<file path="src/rtl/cms_ctrl_pkg.sv">
// Shared widths, command record and sequencer state encoding for the CMS control path.
package cms_ctrl_pkg;

  localparam int unsigned CTRL_ADDR_WIDTH = 8;
  localparam int unsigned CTRL_DATA_WIDTH = 64;

  typedef struct packed {
    logic [CTRL_ADDR_WIDTH-1:0] addr;
    logic [CTRL_DATA_WIDTH-1:0] wdata;
  } cms_ctrl_cmd_t;

  typedef enum logic [1:0] {
    IDLE,
    SETUP,
    STROBE,
    GAP
  } cms_seq_state_e;

endpackage

</file>
<file path="src/rtl/cms_cmd_fifo.sv">
// Synchronous command FIFO; head entry is visible combinationally, level is registered.
module cms_cmd_fifo
  import cms_ctrl_pkg::*;
#(
  parameter int unsigned DEPTH = 8
) (
  input  logic                     clk,
  input  logic                     rst_n,
  input  logic                     push,
  input  cms_ctrl_cmd_t            push_cmd,
  input  logic                     pop,
  input  logic                     flush,
  output cms_ctrl_cmd_t            head,
  output logic [$clog2(DEPTH):0]   level
);

  localparam int unsigned AW = $clog2(DEPTH);
  localparam logic [AW:0] FULL_LVL = (AW+1)'(DEPTH);

  cms_ctrl_cmd_t mem [DEPTH];
  logic [AW-1:0] wr_ptr;
  logic [AW-1:0] rd_ptr;
  logic          do_push;
  logic          do_pop;

  assign do_push = push && (level != FULL_LVL);
  assign do_pop  = pop && (level != '0);
  assign head    = mem[rd_ptr];

  always_ff @(posedge clk) begin
    if (do_push && !flush)
      mem[wr_ptr] <= push_cmd;
  end

  // Flush wins over a concurrent push; a concurrent pop has already sampled head.
  always_ff @(posedge clk or negedge rst_n) begin
    if (!rst_n) begin
      wr_ptr <= '0;
      rd_ptr <= '0;
      level  <= '0;
    end else if (flush) begin
      wr_ptr <= '0;
      rd_ptr <= '0;
      level  <= '0;
    end else begin
      if (do_push) wr_ptr <= wr_ptr + AW'(1);
      if (do_pop)  rd_ptr <= rd_ptr + AW'(1);
      case ({do_push, do_pop})
        2'b10:   level <= level + (AW+1)'(1);
        2'b01:   level <= level - (AW+1)'(1);
        default: level <= level;
      endcase
    end
  end

endmodule

</file>
<file path="src/rtl/cms_ctrl_sequencer.sv">
// Queues CMS control writes and replays them as setup/strobe/gap framed writes.
// Optional drop counter enabled by macro CMS_CTRL_SEQ_DROP_CNT_EN.
module cms_ctrl_sequencer
  import cms_ctrl_pkg::*;
#(
  parameter int unsigned DEPTH         = 8,
  parameter int unsigned STROBE_CYCLES = 1,
  parameter int unsigned GAP_CYCLES    = 1,
  parameter int unsigned CNT_WIDTH     = 16
) (
  input  logic                       clk,
  input  logic                       rst_n,
  input  logic                       cmd_valid,
  output logic                       cmd_ready,
  input  logic [CTRL_ADDR_WIDTH-1:0] cmd_addr,
  input  logic [CTRL_DATA_WIDTH-1:0] cmd_wdata,
  input  logic                       flush,
  input  logic                       run,
  output logic [CTRL_ADDR_WIDTH-1:0] ctrl_addr,
  output logic [CTRL_DATA_WIDTH-1:0] ctrl_wdata,
  output logic                       ctrl_write_enable,
  output logic                       busy,
  output logic [$clog2(DEPTH):0]     fifo_level,
  output logic [CNT_WIDTH-1:0]       writes_issued
`ifdef CMS_CTRL_SEQ_DROP_CNT_EN
  ,
  input  logic                       drop_count_clr,
  output logic [15:0]                drop_count
`endif
);

  localparam int unsigned LW = $clog2(DEPTH) + 1;

  cms_seq_state_e state;
  cms_seq_state_e state_nxt;
  cms_ctrl_cmd_t  head;
  cms_ctrl_cmd_t  push_cmd;
  logic [31:0]    cyc_cnt;
  logic           push;
  logic           pop;
  logic           last_strobe;
  logic           last_gap;

  assign cmd_ready   = (fifo_level < LW'(DEPTH));
  assign push        = cmd_valid && cmd_ready;
  assign pop         = (state == IDLE) && run && (fifo_level != '0);
  assign push_cmd    = '{addr: cmd_addr, wdata: cmd_wdata};
  assign last_strobe = (state == STROBE) && (cyc_cnt == 32'(STROBE_CYCLES - 1));
  assign last_gap    = (state == GAP) && (cyc_cnt == 32'(GAP_CYCLES - 1));

  cms_cmd_fifo #(.DEPTH(DEPTH)) u_fifo (
    .clk      (clk),
    .rst_n    (rst_n),
    .push     (push),
    .push_cmd (push_cmd),
    .pop      (pop),
    .flush    (flush),
    .head     (head),
    .level    (fifo_level)
  );

  always_ff @(posedge clk or negedge rst_n) begin
    if (!rst_n) state <= IDLE;
    else        state <= state_nxt;
  end

  always_comb begin
    state_nxt = state;
    case (state)
      IDLE:    if (pop) state_nxt = SETUP;
      SETUP:   state_nxt = STROBE;
      STROBE:  if (last_strobe) state_nxt = GAP;
      GAP:     if (last_gap) state_nxt = IDLE;
      default: state_nxt = IDLE;
    endcase
  end

  always_comb begin
    ctrl_write_enable = (state == STROBE);
    busy              = (state != IDLE) || (fifo_level != '0);
  end

  always_ff @(posedge clk or negedge rst_n) begin
    if (!rst_n) begin
      cyc_cnt       <= '0;
      ctrl_addr     <= '0;
      ctrl_wdata    <= '0;
      writes_issued <= '0;
    end else begin
      if (state != state_nxt)
        cyc_cnt <= '0;
      else if (state == STROBE || state == GAP)
        cyc_cnt <= cyc_cnt + 32'd1;
      if (pop) begin
        ctrl_addr  <= head.addr;
        ctrl_wdata <= head.wdata;
      end
      if (last_strobe)
        writes_issued <= writes_issued + CNT_WIDTH'(1);
    end
  end

`ifdef CMS_CTRL_SEQ_DROP_CNT_EN
  always_ff @(posedge clk or negedge rst_n) begin
    if (!rst_n)
      drop_count <= '0;
    else if (drop_count_clr)
      drop_count <= '0;
    else if (cmd_valid && (!cmd_ready || flush) && (drop_count != '1))
      drop_count <= drop_count + 16'd1;
  end
`endif

endmodule

</file>
<file path="config.mk">
export PLATFORM = sky130hd
export DESIGN_NAME = cms_ctrl_sequencer
export DESIGN_NICKNAME = d
export VERILOG_FILES = /design/src/rtl/cms_ctrl_pkg.sv /design/src/rtl/cms_cmd_fifo.sv /design/src/rtl/cms_ctrl_sequencer.sv
export SDC_FILE = /design/constraint.sdc
export NUM_CORES = 1
export LEC_CHECK = 0
export BUFFER_PORTS_ARGS = -buffer_cell sky130_fd_sc_hd__buf_2
export CAP_MARGIN = 0
export CORE_MARGIN = 4
export CORE_UTILIZATION = 51
export CTS_BUF_LIST = sky130_fd_sc_hd__clkbuf_16
export DETAILED_ROUTE_END_ITERATION = 10
export PLACE_DENSITY = 0.72
export SYNTH_ARGS = -nofsm -noshare
export SYNTH_HDL_FRONTEND = slang
export SYNTH_SLANG_ARGS = --single-unit
</file>
<file path="constraint.sdc">
create_clock -name clk -period 6.4 [get_ports clk]
set_input_delay 1.28 -clock clk [delete_from_list [all_inputs] [get_ports clk]]
set_output_delay 1.28 -clock clk [all_outputs]
set_load 0.05 [all_outputs]
</file>
==> reports/results.ini <==
[logic_synthesis]
synth_simple_gate_area_share_pct=4.09
ys.flop_type=edfxtp_1
synth_xor_area_share_pct=1.52
syn_area_um2=27100
synth_top_family_by_area=multiplexers
synth_compound_area_share_pct=2.10
synthAdderAreaFrac_pct=0.397
synthArstFlopShare_pct=18.6
synth_seq_area_share_pct=75.9
avgSynthCellArea_um2=19.6
synth-edff-count=576
synth_nets=1471
syn_inst=1386
ys_types=53
synth_seq_cells=708
muxShareOfSynthArea_pct=14.7
synth-warning-count=0

[cells_and_area]
fill_cells=3799
syn2layout_area_growth_pct=15.0
regArea_um2=20600
finalCoreUtilization_pct=59.3
drive_gt1_share_pct=27.9
multi_input_comb_area_um2=6270
layout_commonest_cell=edfxtp_1
fin_nets=1668
final_cell_mix=576 x edfxtp_1, 170 x buf_2, 144 x mux4_2

[clocking]
cts_tree=done
cts.clk_slew.worst_paths_ps=60
cts_max_level=3
cts.sinks=708
cts_resized=0
holdBufCountCts=0
ctsRootBufferMaster=clkbuf_16
clkLatencyLatePin_ps=600
numCtsBuffers=72
post_cts_buffers=0
clockBufferDepth=3

[global_routing]
grtUsageMet3_pct=4.23
grt_max_degree=90
grt_pass1_vias=13865
grt_util_all_layers_pct=19.3
grt_pass1_wl_um=84000
top_usage_layer=met2
use_met1_pct=27.9
grt_util_met2_pct=30.6
grt.overflow.total=0
antenna_found_initial=7

[detailed_routing]
firstDrtPassIters=5
num_vias=13400
drtIter0Drc=1002
wl_um=53900
wire_per_inst_um=23.1
viasPerCell=5.74
remaining_drc_errors=0
ant_nets=0

[die]
ios=172
die_area_um2=57000
die_w_um=239
core_um2=52700
initial_core_util_pct=51.5
die_h_um=239
rows=84

[pwr]
vdd_ir_drop_max_mv=0.321
power_density_nw_per_um2=379
leakagePower_uw=0.0107

[outcome]
outcome=finished, final reports clean

[timing]
rsz0062_at_grt=false
fin_setup_tns_ps=0
tightest_slew_ps=1060
slew_headroom_pct=28.9
slew_violations=0
setup_ws_ps=3140
finalHoldViolations=0
post-route-period-util_pct=50.9
setup_viol=0
fin_crit_ps=3260
clock_skew_ps=19.7
max_freq_mhz=307

[placed_design]
dp_slack_ps=2500
hpwl_um=30800
io_buffers=171
gp_congestion=0.766

[setup_path]
crit_arrival_ps=3500
worstPathMaxFanout=29
end_kind=flip-flop
start_kind=input pin
required_ps=6640
crit_type=in2reg

[flow_run]
maxCapViolations=0

[hold_path]
min_path_type=reg2reg

where the power goes:
group	internal [uW]	switching (uW)
Clock	2440	1710
Combinational	628	1510
Sequential	5310	227
Total	8370	3450
through the flow:
step	power (uW)	area (um2)	instances	hold slack, ps
floorplan	7230	27100	1386	510
global placement	7750	28800	2197	456
detailed placement	7800	28800	2197	463
CTS	12000	31200	2330	470
global route	12300	31200	2330	495
finish	11800	31200	2333	462
metal layers:
| metal | vias up | part of all wire [%] |
|---|---|---|
| met2 | 400 | 49 |
| met5 | - | 0.16 |
| met3 | 84 | 6.3 |
| li1 | 5932 | - |
| met4 | 10 | 1.8 |
| met1 | 6974 | 43 |
Yosys cell counts (2+ instances only):
cell,number,area share (%)
inv_1,7,0.097
nor2b_1,3,0.069
edfxtp_1,576,64
nand3_1,19,0.35
buf_2,22,0.41
a21o_1,3,0.083
a21oi_1,7,0.13
buf_1,10,0.14
buf_6,4,0.17
clkbuf_1,30,0.41
nor4_1,9,0.21
nor2_1,45,0.62
and3_1,9,0.21
xnor2_1,25,0.81
xor2_1,22,0.71
nor3_1,8,0.15
nand2_1,91,1.3
and3_2,2,0.055
nand4_1,26,0.60
o21ai_0,76,1.4
mux4_2,144,12
dfrtp_1,132,12
ha_1,7,0.32
and2_1,6,0.14
nand2b_1,2,0.046
mux2i_1,74,2.7
worst max-delay path: stages:
cell and delay [ps]:
buf_2 120, nand2_1 180, or3_1 530, nor2_4 860
buf_4 510
worst paths after layout:
| check | slack, ps | to | from | depth (start not counted) |
|---|---|---|---|---|
| max in group asynchronous | 4310 | ctrl_wdata[11] | rst_n | 2 |
| setup / recovery | 3140 | u_fifo.mem[6][7] | cmd_valid | 5 |
| setup reg to reg | 3280 | u_fifo.mem[6][7] | u_fifo.level[3] | 5 |
| hold reg to reg | 460 | writes_issued[15] | writes_issued[15] | 1 |
| hold / removal | 460 | writes_issued[15] | writes_issued[15] | 1 |
| min in group asynchronous | 690 | cyc_cnt[18] | rst_n | 1 |
registers in the layout, summed over array words and instances (netlist names):
| signal | flops |
|---|---|
| ctrl_wdata | 64 |
| ctrl_addr | 8 |
| cyc_cnt | 32 |
| u_fifo.mem | 576 |
| u_fifo.rd_ptr | 3 |
| u_fifo.level | 4 |
| u_fifo.wr_ptr | 3 |
| writes_issued | 16 |
| state | 2 |
kinds of logic after synthesis:
group	count (synthesis)
AOI/OAI and AO/OA	99
muxes	219
adders and majority gates	8
buffers and inverters	75
DFF	708
and+or+nand+nor	230
xor gates and xnor gates	47
area by class of cell:
cell class / count / area share (%)
flip-flops and latches: 708 / 66.0
repair buffers: 191 / 3.40
diodes: 3 / 0.0241
well taps: 688 / 2.76
inverters: 7 / 0.0842
multi-input cells: 603 / 20.1
clock buffers: 74 / 5.93
clock inverters: 59 / 1.68
Power figures use the tool's default switching activity.
